`src/rtl/alu_ctrl_pkg.sv`:
```
// -----------------------------------------------------------------------------
// alu_ctrl_pkg
// Shared constants for the ALU command controller:
//   - WIDTH_DEF : default operand / byte width (result is 2*WIDTH)
//   - IDLE..SEND_HI : controller state encoding (3-bit)
//   - FUN_* : ALU function codes. The controller does not decode them; they
//     are passed through unchanged. The names are shared with models.
// -----------------------------------------------------------------------------
package alu_ctrl_pkg;

  localparam int WIDTH_DEF = 8;

  localparam logic [2:0] IDLE     = 3'd0;
  localparam logic [2:0] GET_A    = 3'd1;
  localparam logic [2:0] GET_B    = 3'd2;
  localparam logic [2:0] EXEC     = 3'd3;
  localparam logic [2:0] WAIT_RES = 3'd4;
  localparam logic [2:0] SEND_LO  = 3'd5;
  localparam logic [2:0] SEND_HI  = 3'd6;

  localparam logic [3:0] FUN_ADD   = 4'h0;
  localparam logic [3:0] FUN_SUB   = 4'h1;
  localparam logic [3:0] FUN_MUL   = 4'h2;
  localparam logic [3:0] FUN_DIV   = 4'h3;
  localparam logic [3:0] FUN_AND   = 4'h4;
  localparam logic [3:0] FUN_OR    = 4'h5;
  localparam logic [3:0] FUN_NAND  = 4'h6;
  localparam logic [3:0] FUN_NOR   = 4'h7;
  localparam logic [3:0] FUN_XOR   = 4'h8;
  localparam logic [3:0] FUN_XNOR  = 4'h9;
  localparam logic [3:0] FUN_CMPEQ = 4'hA;
  localparam logic [3:0] FUN_CMPGT = 4'hB;
  localparam logic [3:0] FUN_CMPLT = 4'hC;
  localparam logic [3:0] FUN_SHR   = 4'hD;
  localparam logic [3:0] FUN_SHL   = 4'hE;

endpackage

```
`src/rtl/alu_cmd_ctrl_if.sv`:
```
// -----------------------------------------------------------------------------
// alu_cmd_ctrl_if
// Bundles the RX byte input, the ALU command/result pair, the TX byte
// handshake and the status flags of the ALU command controller.
//   master : the controller (drives ALU command, TX byte, status)
//   slave  : the surrounding RX deframer / ALU / TX serializer
// Signals:
//   rx_data/rx_valid          RX byte strobe (no back-pressure)
//   alu_en/alu_fun/alu_a/alu_b  ALU command
//   alu_out/alu_out_valid     ALU result (2*WIDTH)
//   tx_data/tx_valid/tx_ready TX byte handshake
//   busy/frame_err            status
// -----------------------------------------------------------------------------
interface alu_cmd_ctrl_if
  import alu_ctrl_pkg::*;
#(
  parameter int WIDTH = WIDTH_DEF
) ();

  logic [WIDTH-1:0]   rx_data;
  logic               rx_valid;
  logic               alu_en;
  logic [3:0]         alu_fun;
  logic [WIDTH-1:0]   alu_a;
  logic [WIDTH-1:0]   alu_b;
  logic [2*WIDTH-1:0] alu_out;
  logic               alu_out_valid;
  logic [WIDTH-1:0]   tx_data;
  logic               tx_valid;
  logic               tx_ready;
  logic               busy;
  logic               frame_err;

  modport master (
    input  rx_data, rx_valid, alu_out, alu_out_valid, tx_ready,
    output alu_en, alu_fun, alu_a, alu_b, tx_data, tx_valid, busy, frame_err
  );

  modport slave (
    output rx_data, rx_valid, alu_out, alu_out_valid, tx_ready,
    input  alu_en, alu_fun, alu_a, alu_b, tx_data, tx_valid, busy, frame_err
  );

endinterface

```
`src/rtl/alu_res_serializer.sv`:
```
// -----------------------------------------------------------------------------
// alu_res_serializer
// Holds the 2*WIDTH result register and presents it to the TX path as two
// bytes, LSB first. The controller says which half to present (send_lo /
// send_hi); the serializer reports acceptance of the MSB byte with done.
// Ports:
//   clk, rst          clock, asynchronous active-high reset
//   load, load_data   capture a new result
//   send_lo, send_hi  present the low / high half on tx_data
//   tx_ready          TX acceptance
//   tx_valid, tx_data TX byte
//   done              high in the cycle the high byte is accepted
// -----------------------------------------------------------------------------
module alu_res_serializer
  import alu_ctrl_pkg::*;
#(
  parameter int WIDTH = WIDTH_DEF
) (
  input  logic               clk,
  input  logic               rst,
  input  logic               load,
  input  logic [2*WIDTH-1:0] load_data,
  input  logic               send_lo,
  input  logic               send_hi,
  input  logic               tx_ready,
  output logic               tx_valid,
  output logic [WIDTH-1:0]   tx_data,
  output logic               done
);

  logic [2*WIDTH-1:0] res_q, res_d;

  always_comb begin
    res_d = res_q;
    if (load) res_d = load_data;
  end

  // NOTE: state flops use non-blocking assignments so every flop samples the
  // pre-edge values of the others, matching real hardware.
  always_ff @(posedge clk or posedge rst) begin
    if (rst) res_q <= '0;
    else     res_q <= res_d;
  end

  // Valid depends only on registered state, never on tx_ready; the data is
  // muxed from a register that cannot change while a byte is being offered.
  assign tx_valid = send_lo | send_hi;
  assign tx_data  = send_hi ? res_q[2*WIDTH-1:WIDTH] :
                    send_lo ? res_q[WIDTH-1:0]       : '0;
  assign done     = send_hi & tx_ready;

endmodule

```
`src/rtl/alu_cmd_ctrl.sv`:
```
// -----------------------------------------------------------------------------
// alu_cmd_ctrl
// Initiator side of the ALU command interface. Parses {FUN, A, B} frames from
// the RX byte stream, issues a one-cycle ALU_EN command, captures the 2*WIDTH
// result and returns it to TX as two bytes, LSB first.
// Ports:
//   clk  system clock
//   rst  asynchronous active-high reset
//   bus  alu_cmd_ctrl_if.master (RX bytes, ALU command/result, TX bytes,
//        busy, frame_err)
// Parameters:
//   WIDTH     operand / byte width (must exceed 4)
//   WDOG_CYC  result timeout in cycles, used only when ALU_WDOG_EN is defined
// Configuration macro:
//   ALU_WDOG_EN  when defined, a missing ALU result after WDOG_CYC cycles in
//                WAIT_RES yields RES = all ones and a frame_err pulse.
// -----------------------------------------------------------------------------
module alu_cmd_ctrl
  import alu_ctrl_pkg::*;
#(
  parameter int WIDTH    = WIDTH_DEF,
  parameter int WDOG_CYC = 16
) (
  input  logic          clk,
  input  logic          rst,
  alu_cmd_ctrl_if.master bus
);

  logic [2:0]         state_q, state_d;
  logic [3:0]         fun_q, fun_d;
  logic [WIDTH-1:0]   a_q, a_d;
  logic [WIDTH-1:0]   b_q, b_d;
  logic               capture;
  logic [2*WIDTH-1:0] capture_data;
  logic               frame_err;
  logic               ser_done;
  logic               cmd_ok;

`ifdef ALU_WDOG_EN
  localparam int WDW = $clog2(WDOG_CYC + 1);
  logic [WDW-1:0] wdog_q, wdog_d;
`endif

  // A command byte carries the function code in its low nibble only.
  assign cmd_ok = (bus.rx_data[WIDTH-1:4] == '0);

  // NOTE: every signal gets its default before the case so no path leaves a
  // value unassigned; that is what keeps this block free of latches.
  always_comb begin
    state_d      = state_q;
    fun_d        = fun_q;
    a_d          = a_q;
    b_d          = b_q;
    capture      = 1'b0;
    capture_data = bus.alu_out;
    frame_err    = 1'b0;
`ifdef ALU_WDOG_EN
    wdog_d       = wdog_q;
`endif
    case (state_q)
      IDLE: begin
        if (bus.rx_valid) begin
          if (cmd_ok) begin
            fun_d   = bus.rx_data[3:0];
            state_d = GET_A;
          end else begin
            frame_err = 1'b1;
          end
        end
      end
      GET_A: begin
        if (bus.rx_valid) begin
          a_d     = bus.rx_data;
          state_d = GET_B;
        end
      end
      GET_B: begin
        if (bus.rx_valid) begin
          b_d     = bus.rx_data;
          state_d = EXEC;
        end
      end
      EXEC: begin
        state_d = WAIT_RES;
`ifdef ALU_WDOG_EN
        wdog_d  = '0;
`endif
      end
      WAIT_RES: begin
        if (bus.alu_out_valid) begin
          capture = 1'b1;
          state_d = SEND_LO;
        end
`ifdef ALU_WDOG_EN
        else if (wdog_q == WDW'(WDOG_CYC - 1)) begin
          capture      = 1'b1;
          capture_data = '1;
          frame_err    = 1'b1;
          state_d      = SEND_LO;
        end else begin
          wdog_d = wdog_q + 1'b1;
        end
`endif
      end
      SEND_LO: if (bus.tx_ready) state_d = SEND_HI;
      SEND_HI: if (ser_done)     state_d = IDLE;
      default: state_d = IDLE;
    endcase
  end

  // NOTE: operand registers are reset too, so ALU_FUN/A/B read 0 after reset
  // instead of leaking the aborted frame.
  always_ff @(posedge clk or posedge rst) begin
    if (rst) begin
      state_q <= IDLE;
      fun_q   <= '0;
      a_q     <= '0;
      b_q     <= '0;
    end else begin
      state_q <= state_d;
      fun_q   <= fun_d;
      a_q     <= a_d;
      b_q     <= b_d;
    end
  end

`ifdef ALU_WDOG_EN
  always_ff @(posedge clk or posedge rst) begin
    if (rst) wdog_q <= '0;
    else     wdog_q <= wdog_d;
  end
`endif

  alu_res_serializer #(.WIDTH(WIDTH)) u_ser (
    .clk       (clk),
    .rst       (rst),
    .load      (capture),
    .load_data (capture_data),
    .send_lo   (state_q == SEND_LO),
    .send_hi   (state_q == SEND_HI),
    .tx_ready  (bus.tx_ready),
    .tx_valid  (bus.tx_valid),
    .tx_data   (bus.tx_data),
    .done      (ser_done)
  );

  assign bus.alu_en    = (state_q == EXEC);
  assign bus.alu_fun   = fun_q;
  assign bus.alu_a     = a_q;
  assign bus.alu_b     = b_q;
  assign bus.busy      = (state_q != IDLE);
  assign bus.frame_err = frame_err;

endmodule

```
`src/flat_wrapper.sv`:
```
// flat-port wrapper written by rule: the top's interface ports become plain ports
module alu_cmd_ctrl_flat import alu_ctrl_pkg::*;
#(
  parameter int WIDTH    = WIDTH_DEF,
  parameter int WDOG_CYC = 16
)
  (clk, rst, bus_rx_data, bus_rx_valid, bus_alu_out, bus_alu_out_valid, bus_tx_ready, bus_alu_en, bus_alu_fun, bus_alu_a, bus_alu_b, bus_tx_data, bus_tx_valid, bus_busy, bus_frame_err);
  alu_cmd_ctrl_if #(.WIDTH(WIDTH)) bus_i ();
  input  logic clk;
  input  logic rst;
  input wire logic [$bits(bus_i.rx_data)-1:0] bus_rx_data;
  input wire logic [$bits(bus_i.rx_valid)-1:0] bus_rx_valid;
  input wire logic [$bits(bus_i.alu_out)-1:0] bus_alu_out;
  input wire logic [$bits(bus_i.alu_out_valid)-1:0] bus_alu_out_valid;
  input wire logic [$bits(bus_i.tx_ready)-1:0] bus_tx_ready;
  output wire logic [$bits(bus_i.alu_en)-1:0] bus_alu_en;
  output wire logic [$bits(bus_i.alu_fun)-1:0] bus_alu_fun;
  output wire logic [$bits(bus_i.alu_a)-1:0] bus_alu_a;
  output wire logic [$bits(bus_i.alu_b)-1:0] bus_alu_b;
  output wire logic [$bits(bus_i.tx_data)-1:0] bus_tx_data;
  output wire logic [$bits(bus_i.tx_valid)-1:0] bus_tx_valid;
  output wire logic [$bits(bus_i.busy)-1:0] bus_busy;
  output wire logic [$bits(bus_i.frame_err)-1:0] bus_frame_err;
  assign bus_i.rx_data = bus_rx_data;
  assign bus_i.rx_valid = bus_rx_valid;
  assign bus_i.alu_out = bus_alu_out;
  assign bus_i.alu_out_valid = bus_alu_out_valid;
  assign bus_i.tx_ready = bus_tx_ready;
  assign bus_alu_en = bus_i.alu_en;
  assign bus_alu_fun = bus_i.alu_fun;
  assign bus_alu_a = bus_i.alu_a;
  assign bus_alu_b = bus_i.alu_b;
  assign bus_tx_data = bus_i.tx_data;
  assign bus_tx_valid = bus_i.tx_valid;
  assign bus_busy = bus_i.busy;
  assign bus_frame_err = bus_i.frame_err;
  alu_cmd_ctrl #(.WIDTH(WIDTH), .WDOG_CYC(WDOG_CYC)) u_core (.clk(clk), .rst(rst), .bus(bus_i));
endmodule
```
`config.mk`:
```
export PLATFORM = sky130hd
export DESIGN_NAME = alu_cmd_ctrl_flat
export DESIGN_NICKNAME = d
export VERILOG_FILES = /design/src/rtl/alu_ctrl_pkg.sv /design/src/rtl/alu_cmd_ctrl_if.sv /design/src/rtl/alu_res_serializer.sv /design/src/rtl/alu_cmd_ctrl.sv /design/src/flat_wrapper.sv
export SDC_FILE = /design/constraint.sdc
export NUM_CORES = 1
export LEC_CHECK = 0
export CAP_MARGIN = 20
export CORE_ASPECT_RATIO = 0.5
export CORE_MARGIN = 10
export CORE_UTILIZATION = 23
export CTS_BUF_LIST = sky130_fd_sc_hd__clkbuf_8
export DETAILED_ROUTE_END_ITERATION = 12
export PLACE_DENSITY_LB_ADDON = 0.1
export SLEW_MARGIN = 10
export SYNTH_ARGS = -nofsm -noshare
export SYNTH_HDL_FRONTEND = slang
export SYNTH_SLANG_ARGS = --single-unit
```
`constraint.sdc`:
```
create_clock -name clk -period 1.55 [get_ports clk]
set_clock_uncertainty 0.15 [all_clocks]
set_input_delay 0.31 -clock clk [delete_from_list [all_inputs] [get_ports clk]]
set_output_delay 0.31 -clock clk [all_outputs]
set_load 0.03 [all_outputs]
```
==> results.md <==
* Critical-path maximum fanout at 5
* First-pass GRT wire length at 8180 um
* Max Cap Violations at 0
* Floorplan core area at 0.00732 mm^2
* GRT Resource Usage Total at 9.19%
* Vias at 1375
* Library cells used by synthesis at 27
* # fillers at 693
* Dpl cells at 289
* Status: complete, but fails checks
* # DRC at 0
* Vias in the first global route at 1509
* Layout cells sized above 1 at 59.3%
* Period minus WS final at 1.97 ns
* Slew margin rel. at 78.9%
* Gate Count Post-Synth at 121
* RSZ-0062 raised after global routing: true
* Worst Hold Class: input port to async pin
* Mapped Nets at 150
* Max clock buf depth at 2
* CTS tree: done
* Layout Nets at 249
* Area contributors post-synth: dfrtp_1 56%, mux2_2 18%, mux2_4 7.8%
* Hold buffers post-CTS at 0
* Via-to-Cell Ratio at 4.34
* CTS sink cnt at 39
* Syn avg cell area at 14.3 um^2
* Pre-Repair DR Iteration Count at 2
* Main flop type after synthesis: dfrtp_1
* Worst-skew pair later-pin latency at 0.30 ns
* Ys Warns at 0
* Worst path arrival time at 1.51 ns
* WL final at 5310 um
* Leak Pwr at 1.35 nW
* Failing checks: setup timing
* Root buffer cell: clkbuf_8
* Slew of the pin with the lowest slew margin at 0.317 ns
* Area leader, netlist: dfrtp_1
* Boundary Pins at 61
* Commonest cells after routing, fill and taps aside: 37 x dfrtp_1, 24 x clkdlybuf4s50_1, 23 x buf_4
* Gp weighted congestion at 0.665
* Port bufs at 60
* # diodes at 0
* Worst Setup End Kind: output pin
* VDD IR max at 0.674 mV
* Critical path class: flop to output pin
* Max Fclk at 508 MHz
* Cell Pwr Density at 2080 mW/mm^2
* Tcrit/Tclk final at 127%
* Die H at 81.4 um
* Most common cell after layout, fill and taps aside: dfrtp_1
* Setup violators final at 49
* DIE AREA at 0.0116 mm^2
* Setup slack, reg-to-reg at -0.31 ns
* Ys async rst share at 100%
* Utilization after layout at 42.4%
* Routed Antenna Nets at 0
* Initial drt markers at 49
* Maximum number of pins on one net before global-route repair at 40
* FF-to-FF path depth at 7
* CTS clock-pin slew for the worst setup and hold paths at 0.09 ns
* Worst EP required at 1.09 ns
* Yosys reg bits at 39
* Fin cells at 317
* Synthesized area at 0.00173 mm^2
* Sequential area share after synthesis at 56.3%
* Chip width at 143 um
* Critical R2R Capture: u_core.u_ser.res_q[11]$_DFFE_PP0P_
* Final Hold Vio Count at 0
* H-tree Lvls at 2
* Initial Utilization at 23.7%
* Final WS setup at -0.418 ns
* Final Slew Violations at 0
* Initial antenna violation count at 0
* Row cnt at 22
* Number of flops mapped to enable cells by yosys at 0
* Post-synth top area share at 56.3%
* RR Startpoint: u_core.state_q[1]$_DFFE_PP0P_
* Synth-to-Final Area Change at 78.9%
* Total clock buffers created by CTS at 5
* Wire length per cell at 16.8 um
* Dpl hpwl at 3380 um
* CP Launch Type: flop
* Grt total ovfl at 0
how the worst max path moves through the flow:
stage,start,to,cells after the start
final,u_core.state_q[1]$_DFFE_PP0P_,bus_tx_data[1],6
after global routing,u_core.state_q[1]$_DFFE_PP0P_,bus_tx_data[1],6
after CTS,u_core.state_q[1]$_DFFE_PP0P_,bus_tx_data[1],6
after detailed placement,u_core.state_q[1]$_DFFE_PP0P_,bus_tx_data[6],4
after global placement,u_core.state_q[1]$_DFFE_PP0P_,bus_tx_data[7],4
after floorplan,u_core.state_q[2]$_DFFE_PP0P_,u_core.bus.alu_b[0]$_DFFE_PP0P_,4
flip-flops by register name (all words and copies together) (netlist names):
name                flops
u_core.state_q          3
u_core.u_ser.res_q     16
u_core.bus.alu_fun      4
u_core.bus.alu_a        8
u_core.bus.alu_b        8
per-layer routing:
metal | track usage (%) | routed length (um)
met5 | 0 | 0
met3 | 3.49 | 319
met1 | 10.7 | 2400
met4 | 3.58 | 42
met2 | 15.2 | 2540
worst max-delay path, stage by stage, from the launching register on:
cell     delay (ns)
dfrtp_2        0.43
buf_6          0.13
nor2b_4        0.13
buf_6          0.13
a22oi_2        0.18
nor2b_4        0.06
buf_6          0.14
synth_stat cells (2+ instances only):
master	count
mux2_2	27
nand2_1	3
o21ai_0	2
a22oi_1	8
dfrtp_1	39
buf_2	3
mux2_4	9
nor2b_1	11
cell type report:
cell class                 instances  area [um^2]  share of cell area (%)
clock buffer                       5         68.8                    2.22
timing repair buffer              97          962                    31.0
multi-input combinational         76          901                    29.0
tap                               96          120                    3.87
inverter                           1         3.75                   0.121
sequential                        39          978                    31.5
clock inverter                     3         67.6                    2.18
power by group:
group | switching (W) | internal, W
Sequential | 0.000307 | 0.00153
Clock | 0.000400 | 0.000642
Combinational | 0.00167 | 0.00190
per-stage QoR:
step	TNS [ns]	hold slack (ns)	cell area, um^2	power, W	setup slack [ns]
after floorplan	-0.490	0.308	1800	0.00366	-0.0340
after global placement	-17.50	0.342	2610	0.00478	-0.554
after detailed placement	-17.68	0.347	2610	0.00482	-0.586
after CTS	-10.61	0.197	3020	0.00632	-0.435
after global routing	-14.53	0.224	3100	0.00681	-0.498
final	-11.42	0.193	3100	0.00645	-0.418
cell families (layout without fill, tap and decap cells):
| logic type | count (synthesis) | in the layout | share of synthesized area [%] |
|---|---|---|---|
| buffers and inverters | 7 | 106 | 3.10 |
| AO/OA/AOI/OAI | 13 | 13 | 5.56 |
| AND/OR/NAND/NOR | 26 | 27 | 9.74 |
| flip-flops | 39 | 39 | 56.3 |
| multiplexers | 36 | 36 | 25.3 |
timing repair:
action | CTS | global route
endpoints found under the setup margin | 68 | 65
pin swaps | 6 | 5
resized for setup | 78 | 37
buffers inserted | 9 | 8
gates cloned | 4 | 0
(Power assumes the default switching activity.)
